### src/rtl/kyber_encode_pkg.sv
// Shared constants, FSM state type and small helpers for the streaming ByteEncode_d block.
// Latency: n/a (declarations only).
// Backpressure: n/a (declarations only).
package kyber_encode_pkg;

    localparam int KYBER_N = 256;
    localparam int KYBER_Q = 3329;
    localparam int D_MAX   = 12;
    // Worst case fill: 12 bits still held plus a fresh 12-bit coefficient
    localparam int ACC_W   = 24;
    localparam int CNT_W   = 5;

    typedef enum logic [1:0] {
        S_IDLE,
        S_RUN,
        S_DRAIN,
        S_DONE
    } state_t;

    // d is usable when it lies in 1..D_MAX
    function automatic logic d_legal(input logic [3:0] d);
        return (d != 4'd0) && (d <= 4'(D_MAX));
    endfunction

    // Mask keeping the low d bits of a D_MAX-wide field
    function automatic logic [D_MAX-1:0] bit_mask(input logic [3:0] d);
        return {D_MAX{1'b1}} >> (4'(D_MAX) - d);
    endfunction

endpackage

### src/rtl/byte_encode_stream_if.sv
// Coefficient-in / byte-out stream bundle for the encoder.
// Latency: n/a (wiring only).
// Backpressure: valid/ready on both streams; master is the environment, slave is the encoder.
interface byte_encode_stream_if;

    logic        coef_valid;
    logic        coef_ready;
    logic [15:0] coef_data;
    logic        byte_valid;
    logic        byte_ready;
    logic [7:0]  byte_data;
    logic        byte_last;

    modport master (
        output coef_valid, coef_data, byte_ready,
        input  coef_ready, byte_valid, byte_data, byte_last
    );

    modport slave (
        input  coef_valid, coef_data, byte_ready,
        output coef_ready, byte_valid, byte_data, byte_last
    );

endinterface

### src/rtl/encode_bitpacker.sv
// Bit accumulator: appends d-bit fields at the fill point, retires bytes from the bottom.
// Latency: appended bits are visible in byte_dat/cnt the cycle after push.
// Backpressure: none internally; caller only pushes while cnt <= 12 and pops while cnt >= 8.
module encode_bitpacker
    import kyber_encode_pkg::*;
(
    input  logic             clk,
    input  logic             rst,
    input  logic             clr,
    input  logic             push,
    input  logic             pop,
    input  logic [D_MAX-1:0] bits,
    input  logic [3:0]       d,
    output logic [7:0]       byte_dat,
    output logic [CNT_W-1:0] cnt
);

    logic [ACC_W-1:0] acc;
    logic [ACC_W-1:0] acc_base;
    logic [ACC_W-1:0] acc_nxt;
    logic [CNT_W-1:0] cnt_base;
    logic [CNT_W-1:0] cnt_nxt;

    // Retire a byte first, then place the new field at the post-retire fill point
    always_comb begin
        acc_base = pop ? (acc >> 8) : acc;
        cnt_base = pop ? (cnt - 5'd8) : cnt;
        acc_nxt  = acc_base;
        cnt_nxt  = cnt_base;
        if (push) begin
            acc_nxt = acc_base | ({{(ACC_W-D_MAX){1'b0}}, bits} << cnt_base);
            cnt_nxt = cnt_base + {1'b0, d};
        end
    end

    // Accumulator and fill count registers
    always_ff @(posedge clk or posedge rst) begin
        if (rst) begin
            acc <= '0;
            cnt <= '0;
        end else if (clr) begin
            acc <= '0;
            cnt <= '0;
        end else begin
            acc <= acc_nxt;
            cnt <= cnt_nxt;
        end
    end

    assign byte_dat = acc[7:0];

endmodule

### src/rtl/byte_encode_stream.sv
// Streaming ByteEncode_d: packs low d bits of 256 coefficients LSB-first into 32*d bytes.
// Latency: a byte is offered the cycle after the coefficient accept that completed it.
// Backpressure: coef_ready depends on registered state only; byte_valid/data hold until accepted.
// Build option BYTE_ENCODE_MODQ_EN: for d==12, reduce each coefficient once into [0,q) first.
module byte_encode_stream
    import kyber_encode_pkg::*;
(
    input  logic                 clk,
    input  logic                 rst,
    input  logic                 start,
    input  logic [3:0]           d_sel,
    output logic                 busy,
    output logic                 err,
    output logic                 done,
    byte_encode_stream_if.slave  bus
);

    state_t           state;
    state_t           state_nxt;
    logic [3:0]       d_reg;
    logic [8:0]       coef_cnt;
    logic [8:0]       byte_cnt;
    logic [8:0]       n_bytes;
    logic [CNT_W-1:0] cnt;
    logic [7:0]       acc_byte;
    logic             start_ok;
    logic             coef_fire;
    logic             byte_fire;
    logic             last_coef;
    logic             last_byte;
    logic [15:0]      coef_red;
    logic [D_MAX-1:0] coef_bits;
    logic             unused_coef_hi;

    assign start_ok  = (state == S_IDLE) && start && d_legal(d_sel);
    assign coef_fire = bus.coef_valid && bus.coef_ready;
    assign byte_fire = bus.byte_valid && bus.byte_ready;
    assign n_bytes   = {d_reg, 5'b0};
    assign last_coef = coef_fire && (coef_cnt == 9'(KYBER_N - 1));
    assign last_byte = byte_fire && (byte_cnt == n_bytes - 9'd1);

`ifdef BYTE_ENCODE_MODQ_EN
    localparam logic signed [15:0] Q16 = 16'(KYBER_Q);
    logic signed [15:0] coef_s;
    assign coef_s = bus.coef_data;

    // Single conditional add/subtract of q brings supported inputs into [0,q)
    always_comb begin
        coef_red = coef_s;
        if (d_reg == 4'd12) begin
            if (coef_s < 16'sd0) begin
                coef_red = coef_s + Q16;
            end else if (coef_s >= Q16) begin
                coef_red = coef_s - Q16;
            end
        end
    end
`else
    assign coef_red = bus.coef_data;
`endif

    // Two's-complement low bits; anything above d is cleared before packing
    assign coef_bits      = coef_red[D_MAX-1:0] & bit_mask(d_reg);
    assign unused_coef_hi = ^coef_red[15:D_MAX];

    encode_bitpacker u_packer (
        .clk      (clk),
        .rst      (rst),
        .clr      (start_ok),
        .push     (coef_fire),
        .pop      (byte_fire),
        .bits     (coef_bits),
        .d        (d_reg),
        .byte_dat (acc_byte),
        .cnt      (cnt)
    );

    // State register
    always_ff @(posedge clk or posedge rst) begin
        if (rst) begin
            state <= S_IDLE;
        end else begin
            state <= state_nxt;
        end
    end

    // Next state and stream-side outputs from registered state
    always_comb begin
        state_nxt      = state;
        busy           = (state != S_IDLE);
        done           = (state == S_DONE);
        bus.coef_ready = 1'b0;
        bus.byte_valid = 1'b0;
        bus.byte_last  = 1'b0;
        bus.byte_data  = acc_byte;
        if ((state == S_RUN) && (coef_cnt < 9'(KYBER_N)) && (cnt <= 5'd12)) begin
            bus.coef_ready = 1'b1;
        end
        if (((state == S_RUN) || (state == S_DRAIN)) && (cnt >= 5'd8)) begin
            bus.byte_valid = 1'b1;
            bus.byte_last  = (byte_cnt == n_bytes - 9'd1);
        end
        case (state)
            S_IDLE:  if (start_ok)  state_nxt = S_RUN;
            S_RUN:   if (last_coef) state_nxt = S_DRAIN;
            S_DRAIN: if (last_byte) state_nxt = S_DONE;
            S_DONE:  state_nxt = S_IDLE;
            default: state_nxt = S_IDLE;
        endcase
    end

    // Latched width and coefficient/byte counters, cleared on each accepted start
    always_ff @(posedge clk or posedge rst) begin
        if (rst) begin
            d_reg    <= '0;
            coef_cnt <= '0;
            byte_cnt <= '0;
        end else if (start_ok) begin
            d_reg    <= d_sel;
            coef_cnt <= '0;
            byte_cnt <= '0;
        end else begin
            if (coef_fire) coef_cnt <= coef_cnt + 9'd1;
            if (byte_fire) byte_cnt <= byte_cnt + 9'd1;
        end
    end

    // One-cycle error pulse for a start carrying an unusable width
    always_ff @(posedge clk or posedge rst) begin
        if (rst) begin
            err <= 1'b0;
        end else begin
            err <= (state == S_IDLE) && start && !d_legal(d_sel);
        end
    end

endmodule

### src/flat_wrapper.sv
// flat-port wrapper written by rule: the top's interface ports become plain ports
module byte_encode_stream_flat import kyber_encode_pkg::*;
  (clk, rst, start, d_sel, busy, err, done, bus_coef_valid, bus_coef_data, bus_byte_ready, bus_coef_ready, bus_byte_valid, bus_byte_data, bus_byte_last);
  byte_encode_stream_if bus_i ();
  input  logic clk;
  input  logic rst;
  input  logic start;
  input  logic [3:0] d_sel;
  output logic busy;
  output logic err;
  output logic done;
  input wire logic [$bits(bus_i.coef_valid)-1:0] bus_coef_valid;
  input wire logic [$bits(bus_i.coef_data)-1:0] bus_coef_data;
  input wire logic [$bits(bus_i.byte_ready)-1:0] bus_byte_ready;
  output wire logic [$bits(bus_i.coef_ready)-1:0] bus_coef_ready;
  output wire logic [$bits(bus_i.byte_valid)-1:0] bus_byte_valid;
  output wire logic [$bits(bus_i.byte_data)-1:0] bus_byte_data;
  output wire logic [$bits(bus_i.byte_last)-1:0] bus_byte_last;
  assign bus_i.coef_valid = bus_coef_valid;
  assign bus_i.coef_data = bus_coef_data;
  assign bus_i.byte_ready = bus_byte_ready;
  assign bus_coef_ready = bus_i.coef_ready;
  assign bus_byte_valid = bus_i.byte_valid;
  assign bus_byte_data = bus_i.byte_data;
  assign bus_byte_last = bus_i.byte_last;
  byte_encode_stream u_core (.clk(clk), .rst(rst), .start(start), .d_sel(d_sel), .busy(busy), .err(err), .done(done), .bus(bus_i));
endmodule
### config.mk
export PLATFORM = sky130hd
export DESIGN_NAME = byte_encode_stream_flat
export DESIGN_NICKNAME = d
export VERILOG_FILES = /design/src/rtl/kyber_encode_pkg.sv /design/src/rtl/byte_encode_stream_if.sv /design/src/rtl/encode_bitpacker.sv /design/src/rtl/byte_encode_stream.sv /design/src/flat_wrapper.sv
export SDC_FILE = /design/constraint.sdc
export NUM_CORES = 1
export LEC_CHECK = 0
export CORE_MARGIN = 3
export CORE_UTILIZATION = 25
export DETAILED_ROUTE_END_ITERATION = 8
export SLEW_MARGIN = 20
export SYNTH_ARGS = -nofsm -noshare
export SYNTH_HDL_FRONTEND = slang
export SYNTH_SLANG_ARGS = --single-unit
### constraint.sdc
create_clock -name clk -period 3 [get_ports clk]
set_input_delay 0.45 -clock clk [delete_from_list [all_inputs] [get_ports clk]]
set_output_delay 0.45 -clock clk [all_outputs]
set_load 0.03 [all_outputs]
Word level (Yosys, flattened, before mapping). Cells that the tools add are included. Widths: inputs -> output; s select.

Bits in registers: 54. Input port bits: 25. Output and inout port bits: 14. Logic and storage cells: 65.

Add/sub/neg operators: 6. Magnitude comparators: 4. Eq/ne operators: 8. Shifts and indexed selects: 2. Muxes and demuxes: 17. Bitwise gates (word level): 2. Reduce and logical (&&, ||, !) cells: 19.

Operator list (number): $mux 24 (3); $mux 9 (4); $or 24x24->24 (1); $shl 12x5->24 (1); $add 9x1->9 const B (2); $mux 5 (3); $and 12x12->12 (1); $shr 12x4->12 const A (1); $logic_and 1x1->1 (11); $eq 9x8->1 const B (1); $eq 9x9->1 (1); $lt 9x9->1 const B (1); $sub 9x1->9 const B (1); $pmux 2 s4 (1); $mux 2 (3); $ne 2x1->1 const B (3); $reduce_bool 2->1 (3); $add 5x4->5 (1); $ge 5x4->1 const B (1); $le 5x4->1 const B (1); $sub 5x4->5 const B (1); $eq 2x2->1 const B (2); $le 4x4->1 const B (1); $reduce_bool 4->1 (1); 7 further kinds (9).

Depth between registers and ports, before layout.
Depth in word-level cells: 10. Depth in mapped cells: 10. Gate-level depth less buffers: 9.

Cells and area by module. A second synthesis with hierarchy kept.

Cells, all modules: 400. Area total of the unflattened synthesis: 3687.3 µm².

By module, submodules not included: encode_bitpacker (instances 1, cells an instance 229, area each 2098.3 µm², sequential area each 725.7 µm²); byte_encode_stream (instances 1, cells an instance 171, area each 1589.0 µm², sequential area each 625.6 µm²).

Least setup slack after synthesis. Ideal clock, no wire load.

Kind: register to output. Start: reg u_core.u_packer.cnt[2]. End: out bus_byte_last. Arrival time: 2.137 ns. Required time: 2.550 ns. Path slack: 0.413 ns. Cell stages (with the launch flop): 6. Path buffers: 1. Path through: dfrtp_1 -> buf_6 -> or4b_1 -> o21ai_0 -> and2_1 -> nor2b_1.

Cells in the longest elaborated chain, start to end: 3.

Ends and longest elaborated chain: from (decl) (line encode_bitpacker.sv:15) `output logic [CNT_W-1:0] cnt`; from (signal assigned) (line encode_bitpacker.sv:46) `cnt <= cnt_nxt;`; $ge 5x4->1 (line byte_encode_stream.sv:99) `if (((state == S_RUN) || (state == S_DRAIN)) && (cnt >= 5'd8)) begin`; $logic_and 1x1->1 (line byte_encode_stream.sv:99); $mux 1 (line byte_encode_stream.sv:99); to (decl) (line flat_wrapper.sv:18) `output wire logic [$bits(bus_i.byte_last)-1:0] bus_byte_last;`.

No other way between the ends.

Final worst setup path.
Start: reg u_core.u_packer.cnt[3]. End: out bus_byte_valid.

Cells in the longest elaborated chain, start to end: 3.

Ends and longest elaborated chain: $ge 5x4->1 (line byte_encode_stream.sv:99); $logic_and 1x1->1 (line byte_encode_stream.sv:99); $mux 1 (line byte_encode_stream.sv:99); to (decl) (line flat_wrapper.sv:16) `output wire logic [$bits(bus_i.byte_valid)-1:0] bus_byte_valid;`.

No other way between the ends.

==> impl_metrics.toml <==
[status]
status = "completed"

[placed_design]
dp_hpwl_mm = 9.40
place_ws_ns = 0.202
io_buffers = 34
place.gp.congestion = 0.913
place_area_mm2 = 0.00480

[power]
p_clk_frac = 0.148
p_sw_frac = 0.460
internal-power_w = 0.00214
p_seq_frac = 0.289
p_sw_w = 0.00183
power.density_mw_per_mm2 = 800
comb_power_share = 0.563
total_power_w = 0.00397
p_leak_nw = 2.05
ir_worst_vdd_mv = 0.249

[synth]
synthAdderAreaFrac = 0.0566
synth_top_family_by_area = "compound AO/OA/AOI/OAI gates"
yosysSeqAreaShare = 0.329
synth_cell_types = 77
synthCells = 480
synth_nets = 523
async_reset_ff_frac = 1.00
yosys_warnings = 0
ys_ff_latch = 54
synthSimpleGateAreaFrac = 0.223
synth_compound_area_frac = 0.231
synth_flop_cell = "dfrtp_1"
synth-edff-count = 0
synth_common_cells = "58 x nor2_1, 56 x nand2_1, 54 x dfrtp_1"
netlist_top_cells_area = "dfrtp_1 33%, nor2_1 5.3%, ha_1 5.2%, nand2_1 5.1%, xor2_1 3.4%"
yosysMostFrequentCell = "nor2_1"
synth.top_cell.area_share = 0.329
syn_area_mm2 = 0.00411
synth_mux_area_frac = 0.0453
synth-xor-area-share = 0.0575
synth_top_area_cell = "dfrtp_1"
avgSynthCellArea_um2 = 8.57

[route]
ant_nets = 0
wire_per_inst_um = 16.4
route.detailed.drc = 0
vias = 3811
wl_mm = 12.1
drt_first_pass_iters = 5
vias_per_cell = 5.16
drt_iter0_drc = 254

[global_routing]
track_usage = 0.136
grt_pass1_wl_mm = 20.0
grt_max_degree = 27
antenna_found_initial = 0
grt_pass1_vias = 3751
grt_overflow = 0

[timing]
setup_slack_ns = 0.102
setup_tns_ns = 0
drv_slew = 0
fin_skew_ns = 0.00531
setup_viol = 0
fin_crit_ns = 2.90
period_share = 0.966
tightest_slew_ns = 0.762
slew_headroom = 0.490
rsz0062_at_grt = "no"
max_freq_ghz = 0.345
hold_violations = 0

[clock_tree]
cts.sink_count = 54
cts_resized = 1
cts_buffers = 5
cts_root_buf = "clkbuf_16"
insertion_delay_ns = 0.29
post-cts-setup-buffer-count = 0
clkSlewWorstSetupHoldPaths_ns = 0.07
clock_path_buffers = 2
cts_max_level = 2
cts_hold_buf = 0
cts_tree = "built"

[final_layout]
drive_above_1_share = 0.125
largest_register_ffs = 24
largest_registers = "u_core.u_packer.acc: 24 flops, u_core.byte_cnt: 9 flops, u_core.coef_cnt: 9 flops"
insertedDiodeCount = 0
area_delta_synth_final_pct = 20.6
final_nets = 564
finalInstanceArea_mm2 = 0.00496
fill_cells = 1735
regMostFlops = "u_core.u_packer.acc"
fin_util = 0.310

[setup_path]
setup.worst_path.start_class = "flop"
worst_setup_path_end_kind = "output pin"
arrival_ns = 2.45
crit_type = "reg -> out"
crit_required_ns = 2.55
worstPathMaxFanout = 7

[floorplanning]
fp-row-count = 46
die_y_um = 134
die_x_um = 134
coreArea_mm2 = 0.0160
start_util = 0.257
die_area_mm2 = 0.0180
io_pins = 39

[hold_path]
hold_path.class = "reg -> reg"

[run]
drv_cap = 0
==> per-layer routing <==
layer	routed length, um	track usage	vias up
li1	-	-	1831
met1	5660	0.193	1853
met2	5560	0.211	113
met3	679	0.0229	14
met4	235	0.0452	0
met5	0	0	-
==> logic make-up (layout without fill, tap and decap cells) <==
kind of cell	Yosys count	after routing
fa+ha+maj	18	18
flops	54	54
compound gates	128	128
simple gates	186	186
xor+xnor	27	27
buf+inv	49	91
mux	18	18
==> worst paths after layout <==
check,startpoint,end,slack [ns],depth (start not counted)
min reg2reg,u_core.u_packer.acc[20],u_core.u_packer.acc[20],0.50,2
max reg2reg,u_core.d_reg[1],u_core.u_packer.acc[14],0.28,9
max,u_core.u_packer.cnt[3],bus_byte_valid,0.10,4
min,u_core.u_packer.acc[20],u_core.u_packer.acc[20],0.50,2
max in group asynchronous,rst,u_core.u_packer.cnt[4],1.80,3
min in group asynchronous,rst,u_core.coef_cnt[5],0.53,2
==> stage by stage <==
step                instances  hold slack, ns
finish                    738           0.501
global route              738           0.510
CTS                       738           0.500
detailed placement        730           0.485
global placement          730           0.474
floorplan                 480           0.457
==> cell usage in the layout (no fill, tap or decap), types with 3 or more instances in the layout <==
| master | netlist | routed |
|---|---|---|
| o221ai_1 | 4 | 4 |
| a22oi_1 | 4 | 4 |
| nand2_1 | 56 | 56 |
| nand4_1 | 8 | 8 |
| nor3_1 | 5 | 5 |
| o21bai_1 | 3 | 3 |
| buf_4 | 9 | 31 |
| xnor2_1 | 11 | 10 |
| a21o_1 | 4 | 4 |
| o211ai_1 | 7 | 7 |
| clkdlybuf4s50_1 | 0 | 33 |
| o2111ai_1 | 4 | 4 |
| o21ai_0 | 14 | 14 |
| nor2b_1 | 4 | 4 |
| a21oi_1 | 21 | 21 |
| o21ai_1 | 3 | 3 |
| a211oi_1 | 6 | 6 |
| clkbuf_16 | 0 | 5 |
| dfrtp_1 | 54 | 54 |
| nor2_1 | 58 | 58 |
| a31oi_1 | 16 | 16 |
| o31ai_1 | 4 | 4 |
| mux2i_1 | 13 | 13 |
| o22ai_1 | 9 | 9 |
| or3_1 | 5 | 5 |
| a221oi_1 | 3 | 3 |
| and2_1 | 5 | 5 |
| xor2_1 | 16 | 16 |
| and3_1 | 7 | 7 |
| nand3_1 | 14 | 14 |
| ha_1 | 17 | 17 |
| mux2_2 | 4 | 4 |
| inv_1 | 15 | 14 |
==> power by group through the flow <==
stage	clock (W)	sequential [W]	combinational, W
after detailed placement	0	0.00116	0.00222
after floorplan	0	0.00110	0.00165
after global routing	0.000627	0.00118	0.00246
final	0.000587	0.00115	0.00223
after CTS	0.000604	0.00115	0.00223
after global placement	0	0.00115	0.00219
==> critical path: stages, from the launching register on <==
cell	delay, ns
dfrtp_1	0.48
or4b_1	0.56
o21ai_0	0.23
and2_1	0.20
clkdlybuf4s50_1	0.69
==> layout make-up <==
type	count	area (um2)	share of cell area
multi-input combinational	377	2540	0.511
sequential	54	1350	0.273
timing repair buffer	65	583	0.118
tap	216	270	0.0545
clock buffer	7	143	0.0288
inverter	18	70.1	0.0141
clock inverter	1	5.00	0.00101
Power figures use the tool's default switching activity.
